[src/rtl/branch_pc_sequencer_if.sv]
// Branch/adder bus for branch_pc_sequencer.
// master: the sequencer (consumes branch info and adder result, drives operands).
// slave : the ID-stage comparator plus the external adder.
interface branch_pc_sequencer_if #(
    parameter int unsigned WIDTH = 16
);
    logic             br_valid;
    logic             br_taken;
    logic [WIDTH-1:0] br_pc;
    logic [WIDTH-1:0] br_offset;
    logic [WIDTH-1:0] add_a;
    logic [WIDTH-1:0] add_b;
    logic [WIDTH-1:0] add_r;
    logic             add_sel;

    modport master (
        input  br_valid, br_taken, br_pc, br_offset, add_r,
        output add_a, add_b, add_sel
    );

    modport slave (
        output br_valid, br_taken, br_pc, br_offset, add_r,
        input  add_a, add_b, add_sel
    );
endinterface

[src/rtl/branch_pc_sequencer.sv]
// Program counter owner that time-shares one external adder between the
// sequential increment and the taken-branch target computation.
// Optional macro BR_STATS_EN adds saturating branch/taken counters.
module branch_pc_sequencer #(
    parameter int unsigned      WIDTH    = 16,
    parameter logic [WIDTH-1:0] RESET_PC = '0,
    parameter logic [WIDTH-1:0] PC_INC   = {{(WIDTH-1){1'b0}}, 1'b1}
) (
    input  logic                       clk,
    input  logic                       clr,
    input  logic                       stall,
    branch_pc_sequencer_if.master      bus,
    output logic [WIDTH-1:0]           pc,
    output logic                       flush,
`ifdef BR_STATS_EN
    output logic                       busy,
    output logic [15:0]                br_count,
    output logic [15:0]                taken_count
`else
    output logic                       busy
`endif
);

    typedef enum logic {
        RUN     = 1'b0,
        RESOLVE = 1'b1
    } state_t;

    state_t           state_q, state_d;
    logic [WIDTH-1:0] pc_q, pc_d;
    logic [WIDTH-1:0] br_pc_q, br_pc_d;
    logic [WIDTH-1:0] br_off_q, br_off_d;
`ifdef BR_STATS_EN
    logic [15:0]      br_count_q, br_count_d;
    logic [15:0]      taken_count_q, taken_count_d;
`endif

    logic in_resolve;
    logic take_branch;

    assign in_resolve  = (state_q == RESOLVE);
    assign take_branch = !in_resolve && bus.br_valid && bus.br_taken;

    // Adder operand steering and state-decoded outputs (straight from the state flop)
    always_comb begin
        bus.add_a   = in_resolve ? br_pc_q  : pc_q;
        bus.add_b   = in_resolve ? br_off_q : PC_INC;
        bus.add_sel = in_resolve;
        flush       = in_resolve;
        busy        = in_resolve;
        pc          = pc_q;
    end

    // Next-state: taken branch beats stall; RESOLVE always loads the target
    always_comb begin
        state_d  = state_q;
        pc_d     = pc_q;
        br_pc_d  = br_pc_q;
        br_off_d = br_off_q;
        case (state_q)
            RUN: begin
                if (take_branch) begin
                    br_pc_d  = bus.br_pc;
                    br_off_d = bus.br_offset;
                    state_d  = RESOLVE;
                end else if (!stall) begin
                    pc_d = bus.add_r;
                end
            end
            RESOLVE: begin
                pc_d    = bus.add_r;
                state_d = RUN;
            end
            default: state_d = RUN;
        endcase
    end

`ifdef BR_STATS_EN
    // Saturating statistics counters
    always_comb begin
        br_count_d    = br_count_q;
        taken_count_d = taken_count_q;
        if (!in_resolve && bus.br_valid && (br_count_q != 16'hFFFF))
            br_count_d = br_count_q + 16'd1;
        if (take_branch && (taken_count_q != 16'hFFFF))
            taken_count_d = taken_count_q + 16'd1;
    end

    assign br_count    = br_count_q;
    assign taken_count = taken_count_q;
`endif

    // State and datapath registers
    always_ff @(posedge clk or negedge clr) begin
        if (!clr) begin
            state_q       <= RUN;
            pc_q          <= RESET_PC;
            br_pc_q       <= '0;
            br_off_q      <= '0;
`ifdef BR_STATS_EN
            br_count_q    <= '0;
            taken_count_q <= '0;
`endif
        end else begin
            state_q       <= state_d;
            pc_q          <= pc_d;
            br_pc_q       <= br_pc_d;
            br_off_q      <= br_off_d;
`ifdef BR_STATS_EN
            br_count_q    <= br_count_d;
            taken_count_q <= taken_count_d;
`endif
        end
    end

endmodule
[src/flat_wrapper.sv]
// flat-port wrapper written by rule: the top's interface ports become plain ports
module branch_pc_sequencer_flat 
#(
    parameter int unsigned      WIDTH    = 16,
    parameter logic [WIDTH-1:0] RESET_PC = '0,
    parameter logic [WIDTH-1:0] PC_INC   = {{(WIDTH-1){1'b0}}, 1'b1}
)
  (clk, clr, stall, pc, flush, busy, bus_br_valid, bus_br_taken, bus_br_pc, bus_br_offset, bus_add_r, bus_add_a, bus_add_b, bus_add_sel);
  branch_pc_sequencer_if #(.WIDTH(WIDTH)) bus_i ();
  input  logic clk;
  input  logic clr;
  input  logic stall;
  output logic [WIDTH-1:0] pc;
  output logic flush;
  output logic busy;
  input wire logic [$bits(bus_i.br_valid)-1:0] bus_br_valid;
  input wire logic [$bits(bus_i.br_taken)-1:0] bus_br_taken;
  input wire logic [$bits(bus_i.br_pc)-1:0] bus_br_pc;
  input wire logic [$bits(bus_i.br_offset)-1:0] bus_br_offset;
  input wire logic [$bits(bus_i.add_r)-1:0] bus_add_r;
  output wire logic [$bits(bus_i.add_a)-1:0] bus_add_a;
  output wire logic [$bits(bus_i.add_b)-1:0] bus_add_b;
  output wire logic [$bits(bus_i.add_sel)-1:0] bus_add_sel;
  assign bus_i.br_valid = bus_br_valid;
  assign bus_i.br_taken = bus_br_taken;
  assign bus_i.br_pc = bus_br_pc;
  assign bus_i.br_offset = bus_br_offset;
  assign bus_i.add_r = bus_add_r;
  assign bus_add_a = bus_i.add_a;
  assign bus_add_b = bus_i.add_b;
  assign bus_add_sel = bus_i.add_sel;
  branch_pc_sequencer #(.WIDTH(WIDTH), .RESET_PC(RESET_PC), .PC_INC(PC_INC)) u_core (.clk(clk), .clr(clr), .stall(stall), .bus(bus_i), .pc(pc), .flush(flush), .busy(busy));
endmodule
[config.mk]
export PLATFORM = sky130hd
export DESIGN_NAME = branch_pc_sequencer_flat
export DESIGN_NICKNAME = d
export VERILOG_FILES = /design/src/rtl/branch_pc_sequencer_if.sv /design/src/rtl/branch_pc_sequencer.sv /design/src/flat_wrapper.sv
export SDC_FILE = /design/constraint.sdc
export NUM_CORES = 1
export LEC_CHECK = 0
export ABC_CLOCK_PERIOD_IN_PS = 1950
export BUFFER_PORTS_ARGS = -buffer_cell sky130_fd_sc_hd__buf_4
export CAP_MARGIN = 25
export CORE_AREA = 3 3 61 92
export CTS_CLUSTER_DIAMETER = 120
export DETAILED_ROUTE_END_ITERATION = 7
export DIE_AREA = 0 0 64 95
export PLACE_DENSITY = 0.76
export REMOVE_ABC_BUFFERS = 1
export SETUP_SLACK_MARGIN = 0.5
export SLEW_MARGIN = 5
export SYNTH_ARGS = -nofsm -noshare
export SYNTH_HDL_FRONTEND = slang
export SYNTH_SLANG_ARGS = --single-unit
[constraint.sdc]
create_clock -name clk -period 1.95 [get_ports clk]
set_clock_uncertainty 0.05 [all_clocks]
set_input_delay 0.195 -clock clk [delete_from_list [all_inputs] [get_ports clk]]
set_output_delay 0.195 -clock clk [all_outputs]
set_load 0.005 [all_outputs]
# Word level (Yosys, flattened, before mapping)
# Cells that the tools add are included.
# totals
word_cells	19
register_bits	49
# classes
eq_ne	2
n_reduce_logical	5
bitwise_logic	1
mux	7
# ops
cell	n
$mux 16	4
$pmux 16 s2	1
$ne 2x2->1 const B	2
$reduce_and 2->1	2
$logic_and 1x1->1	2
$pmux 1 s2	1
$logic_not 1->1	1
$mux 1	1
$not 1->1	1

# Depth between registers and ports, before layout
# depth
word_depth	5
ltp_mapped	4
depth_no_buf	3

# Least setup slack after synthesis
# OpenSTA, ideal clock, no wires.
# synth_timing
path_kind	flip-flop to flip-flop
startpoint	reg u_core.state_q (netlist: u_core.bus.add_sel)
endpoint	reg u_core.pc_q[10] (netlist: u_core.pc[10])
required_time_ns	1.775
setup_ns	0.125
path_stages_with_launch	5
path_slack_ns	0.571
n_path_buf	2
t_arrival_ns	1.204
path_cell_list	dfrtp_1 > buf_6 > nor2_4 > buf_6 > mux2_2
# synth_via
elab_chain_cells	5
# synth_lines
item	line_no	rtl
start, declared	branch_pc_sequencer.sv:29	state_t state_q, state_d;
start signal, assigned	branch_pc_sequencer.sv:105	state_q <= state_d;
$logic_not 1->1	branch_pc_sequencer.sv:42	assign take_branch = !in_resolve && bus.br_valid && bus.br_taken;
$logic_and 1x1->1 (2 in series)	branch_pc_sequencer.sv:42	
$ne 2x2->1 (no line)	-	
$reduce_and 2->1 (no line)	-	
end signal, assigned	branch_pc_sequencer.sv:106	pc_q <= pc_d;
end, declared	branch_pc_sequencer.sv:30	logic [WIDTH-1:0] pc_q, pc_d;
# Several ways; a longest one is shown, not always the timed one.
# A chain may end at the register's enable or synchronous reset.

# Worst setup path in the final report
# layout_timing
startpoint	reg u_core.state_q (netlist: u_core.bus.add_sel)
endpoint	out bus_add_a[11]
# layout_via
elab_chain_cells	1
# layout_lines
item	line_no	rtl
$mux 16	branch_pc_sequencer.sv:46	bus.add_a = in_resolve ? br_pc_q : pc_q;
end, declared	flat_wrapper.sv:21	output wire logic [$bits(bus_i.add_a)-1:0] bus_add_a;
# No other way between the ends.

==> results.toml <==
[status]
status = "complete, no violations"

[pwr]
power_per_cell_area_nw_per_um2 = 779
static-leakage-power_nw = 1.73
vdd.ir_drop.worst_v = 0.000532

[placed_design]
dp_cells = 306
routability_cong = 0.783
numPortBuffers = 103
place.detailed.hpwl_microns = 3890

[clock_tree]
clockRootBuffer = "sky130_fd_sc_hd__clkbuf_8"
cts.htree.levels = 2
clk_latency_ps = 290
sinks_on_the_clock_net = 49
tritoncts_clock_tree = "done"
cts-buffers-inserted = 5
clk_transition_reported_paths_ps = 90
max-clock-path-buffers = 2

[floorplan]
initial_util = 0.471
die-area_sq_um = 6080
num_io_pins = 104
placement_rows = 31
fp.dieH_microns = 95
core_area_sq_um = 4850
fp.dieW_microns = 64

[global_route]
gr-usage-met2 = 0.350
globalRoute.totalOverflow = 0
grt_first_pass_wirelength_microns = 8270
gr-usage-met1 = 0.198
grt_start_max_net_pins = 50
global_route.usage.total = 0.182
groute.layer.met3.usage = 0.0429
vias_in_the_first_global_route = 1641
top_usage_layer = "met2"
antenna_found_initial = 0

[detailed_routing]
via_per_inst = 4.72
initialDrtViolationCount = 68
wl_per_cell_microns = 16.8
routed_wire_length_microns = 5440
drcViolationCount = 0
antenna_violating_nets_post_route = 0
vias = 1526
firstDrtPassIters = 4

[final_layout]
final_cell_mix = "sky130_fd_sc_hd__buf_4, sky130_fd_sc_hd__dfrtp_1, sky130_fd_sc_hd__mux2_4"
drive_gt1_frac = 0.735
finalNonFillerCells = 323
most_common_library_cell_in_the_layout_ignoring_fill_and_taps = "sky130_fd_sc_hd__buf_4"
antenna-diode-count = 0
nFillCells = 375
final_net_count = 309
area_growth_syn_to_layout_pct = 48.1

[synth]
yosys_warnings = 0
syn_avg_cell_area_sq_um = 16.0
cell_accounting_for_the_most_synthesized_area = "sky130_fd_sc_hd__dfrtp_1"
ys_types = 14
synth_seq_area_share = 0.537
ys_ff_latch = 49
yosysTopAreaCellShare = 0.537
synth.cell_area_sq_um = 2280
synth.area.top_cells = "sky130_fd_sc_hd__dfrtp_1, sky130_fd_sc_hd__mux2_4, sky130_fd_sc_hd__mux2_2"
postSynthCellCount = 143

[critical_path]
endpoint_kind = "output port"
cp.required_ps = 1700
reg2regPathDepth = 4
crit_path_top_delay_cell = "sky130_fd_sc_hd__dfrtp_2"
critical_path.max_fanout = 17
crit_path_max_incr_delay_ps = 410
terminus_of_the_critical_flop_to_flop_path = "u_core.br_off_q[9]"
rrSetupSlack_ps = 390
setup.worst_path.class = "flop to output port"
regToRegStartpoint = "u_core.bus.add_sel"
start_kind = "flop"
worstPathArrival_ps = 1350
cp_cell_sequence = "buf_12, mux2_2, buf_4"

[sta]
final_count_of_negative_setup_slack_endpoints = 0
drv_slew = 0
fin_setup_tns_ps = 0
timing.max_slew.rel_slack = 0.594
grt_setup_unrepaired = "true"
max_freq_ghz = 0.626
worst-slew-pin-transition_ps = 610
final-hold-violation-count = 0
final_min_period_ps = 1600
final.period_utilization = 0.819

[hold_path]
min-delay-start = "bus_add_r[14]"
whs_endpoint = "u_core.pc[14]"
hold_class = "input pin to flop"
min_delay_path_depth = 2

[job]
cap_violations = 0
==> per-stage QoR <==
stage	power (mW)	util	hold WS, ps	area [sq um]	setup WS (ps)
after CTS	2.66	0.691	54.5	3350	349
after detailed placement	1.98	0.639	198	3100	319
final	2.64	0.698	60.8	3380	353
after global placement	1.97	0.639	199	3100	362
after global routing	2.78	0.698	49.7	3380	309
after floorplan	1.61	-	-151	2200	-148
==> worst max path at each step <==
stage,start,to,slack (ps),cells after the start
global route,u_core.bus.add_sel,bus_add_a[11],310,3
global placement,u_core.bus.add_sel,bus_add_a[12],360,3
finish,u_core.bus.add_sel,bus_add_a[11],350,3
CTS,u_core.bus.add_sel,bus_add_a[13],350,3
detailed placement,u_core.bus.add_sel,u_core.br_off_q[0],320,3
floorplan,u_core.bus.add_sel,u_core.br_off_q[0],-150,2
==> what timing repair did <==
| action | in CTS | in global routing |
|---|---|---|
| pin swaps | 1 | 0 |
| setup buffers | 5 | 0 |
| gates cloned | 2 | 1 |
| endpoints found under the hold margin | 49 | 0 |
| gates resized for setup | 17 | 2 |
| hold buffers | 1 | 0 |
| endpoints found under the setup margin | 77 | 67 |
==> layer usage <==
metal | part of all wire | wire (microns)
met5 | 0 | 0
met4 | 0.013 | 72
met3 | 0.046 | 251
met2 | 0.58 | 3140
met1 | 0.36 | 1970
==> kinds of logic after synthesis <==
logic type      share of synthesized area
simple gates                       0.0575
mux                                 0.363
compound gates                    0.00383
buf+inv                            0.0389
flops                               0.537
==> where the power goes <==
group | total, mW | internal, mW | switching [mW]
combinational | 0.742 | 0.522 | 0.220
sequential | 1.28 | 1.18 | 0.102
clock | 0.613 | 0.288 | 0.325
total | 2.64 | 1.99 | 0.647
==> layout make-up <==
type / instances / area [sq um] / share of cell area
sequential: 49 / 1230 / 0.363
tap: 66 / 82.6 / 0.0244
inverter: 1 / 3.75 / 0.00111
multi-input combinational: 83 / 988 / 0.292
clock buffer: 6 / 82.6 / 0.0244
timing repair buffer: 116 / 986 / 0.291
clock inverter: 2 / 13.8 / 0.00407
==> sequential cells by signal, indices dropped and copies added (netlist names) <==
name                cells
u_core.br_off_q        16
u_core.bus.add_sel      1
u_core.br_pc_q         16
u_core.pc              16
==> synth_stat cells <==
cell type                   n
sky130_fd_sc_hd__mux2_1     2
sky130_fd_sc_hd__buf_4      2
sky130_fd_sc_hd__clkbuf_1   1
sky130_fd_sc_hd__nor2_4     1
sky130_fd_sc_hd__buf_6      5
sky130_fd_sc_hd__inv_1      1
sky130_fd_sc_hd__dfrtp_1   49
sky130_fd_sc_hd__and2_1    15
sky130_fd_sc_hd__mux2_2    33
sky130_fd_sc_hd__a21oi_2    1
sky130_fd_sc_hd__nand2b_1   1
sky130_fd_sc_hd__buf_2      2
sky130_fd_sc_hd__mux2_4    29
sky130_fd_sc_hd__nand3b_4   1
==> critical path, delay by kind of cell, from the launching register on <==
family / cells / cell delay, ps
buffers and inverters: 2 / 300
flip-flops: 1 / 410
multiplexers: 1 / 350
No activity file was read; power rests on OpenSTA's default activity.
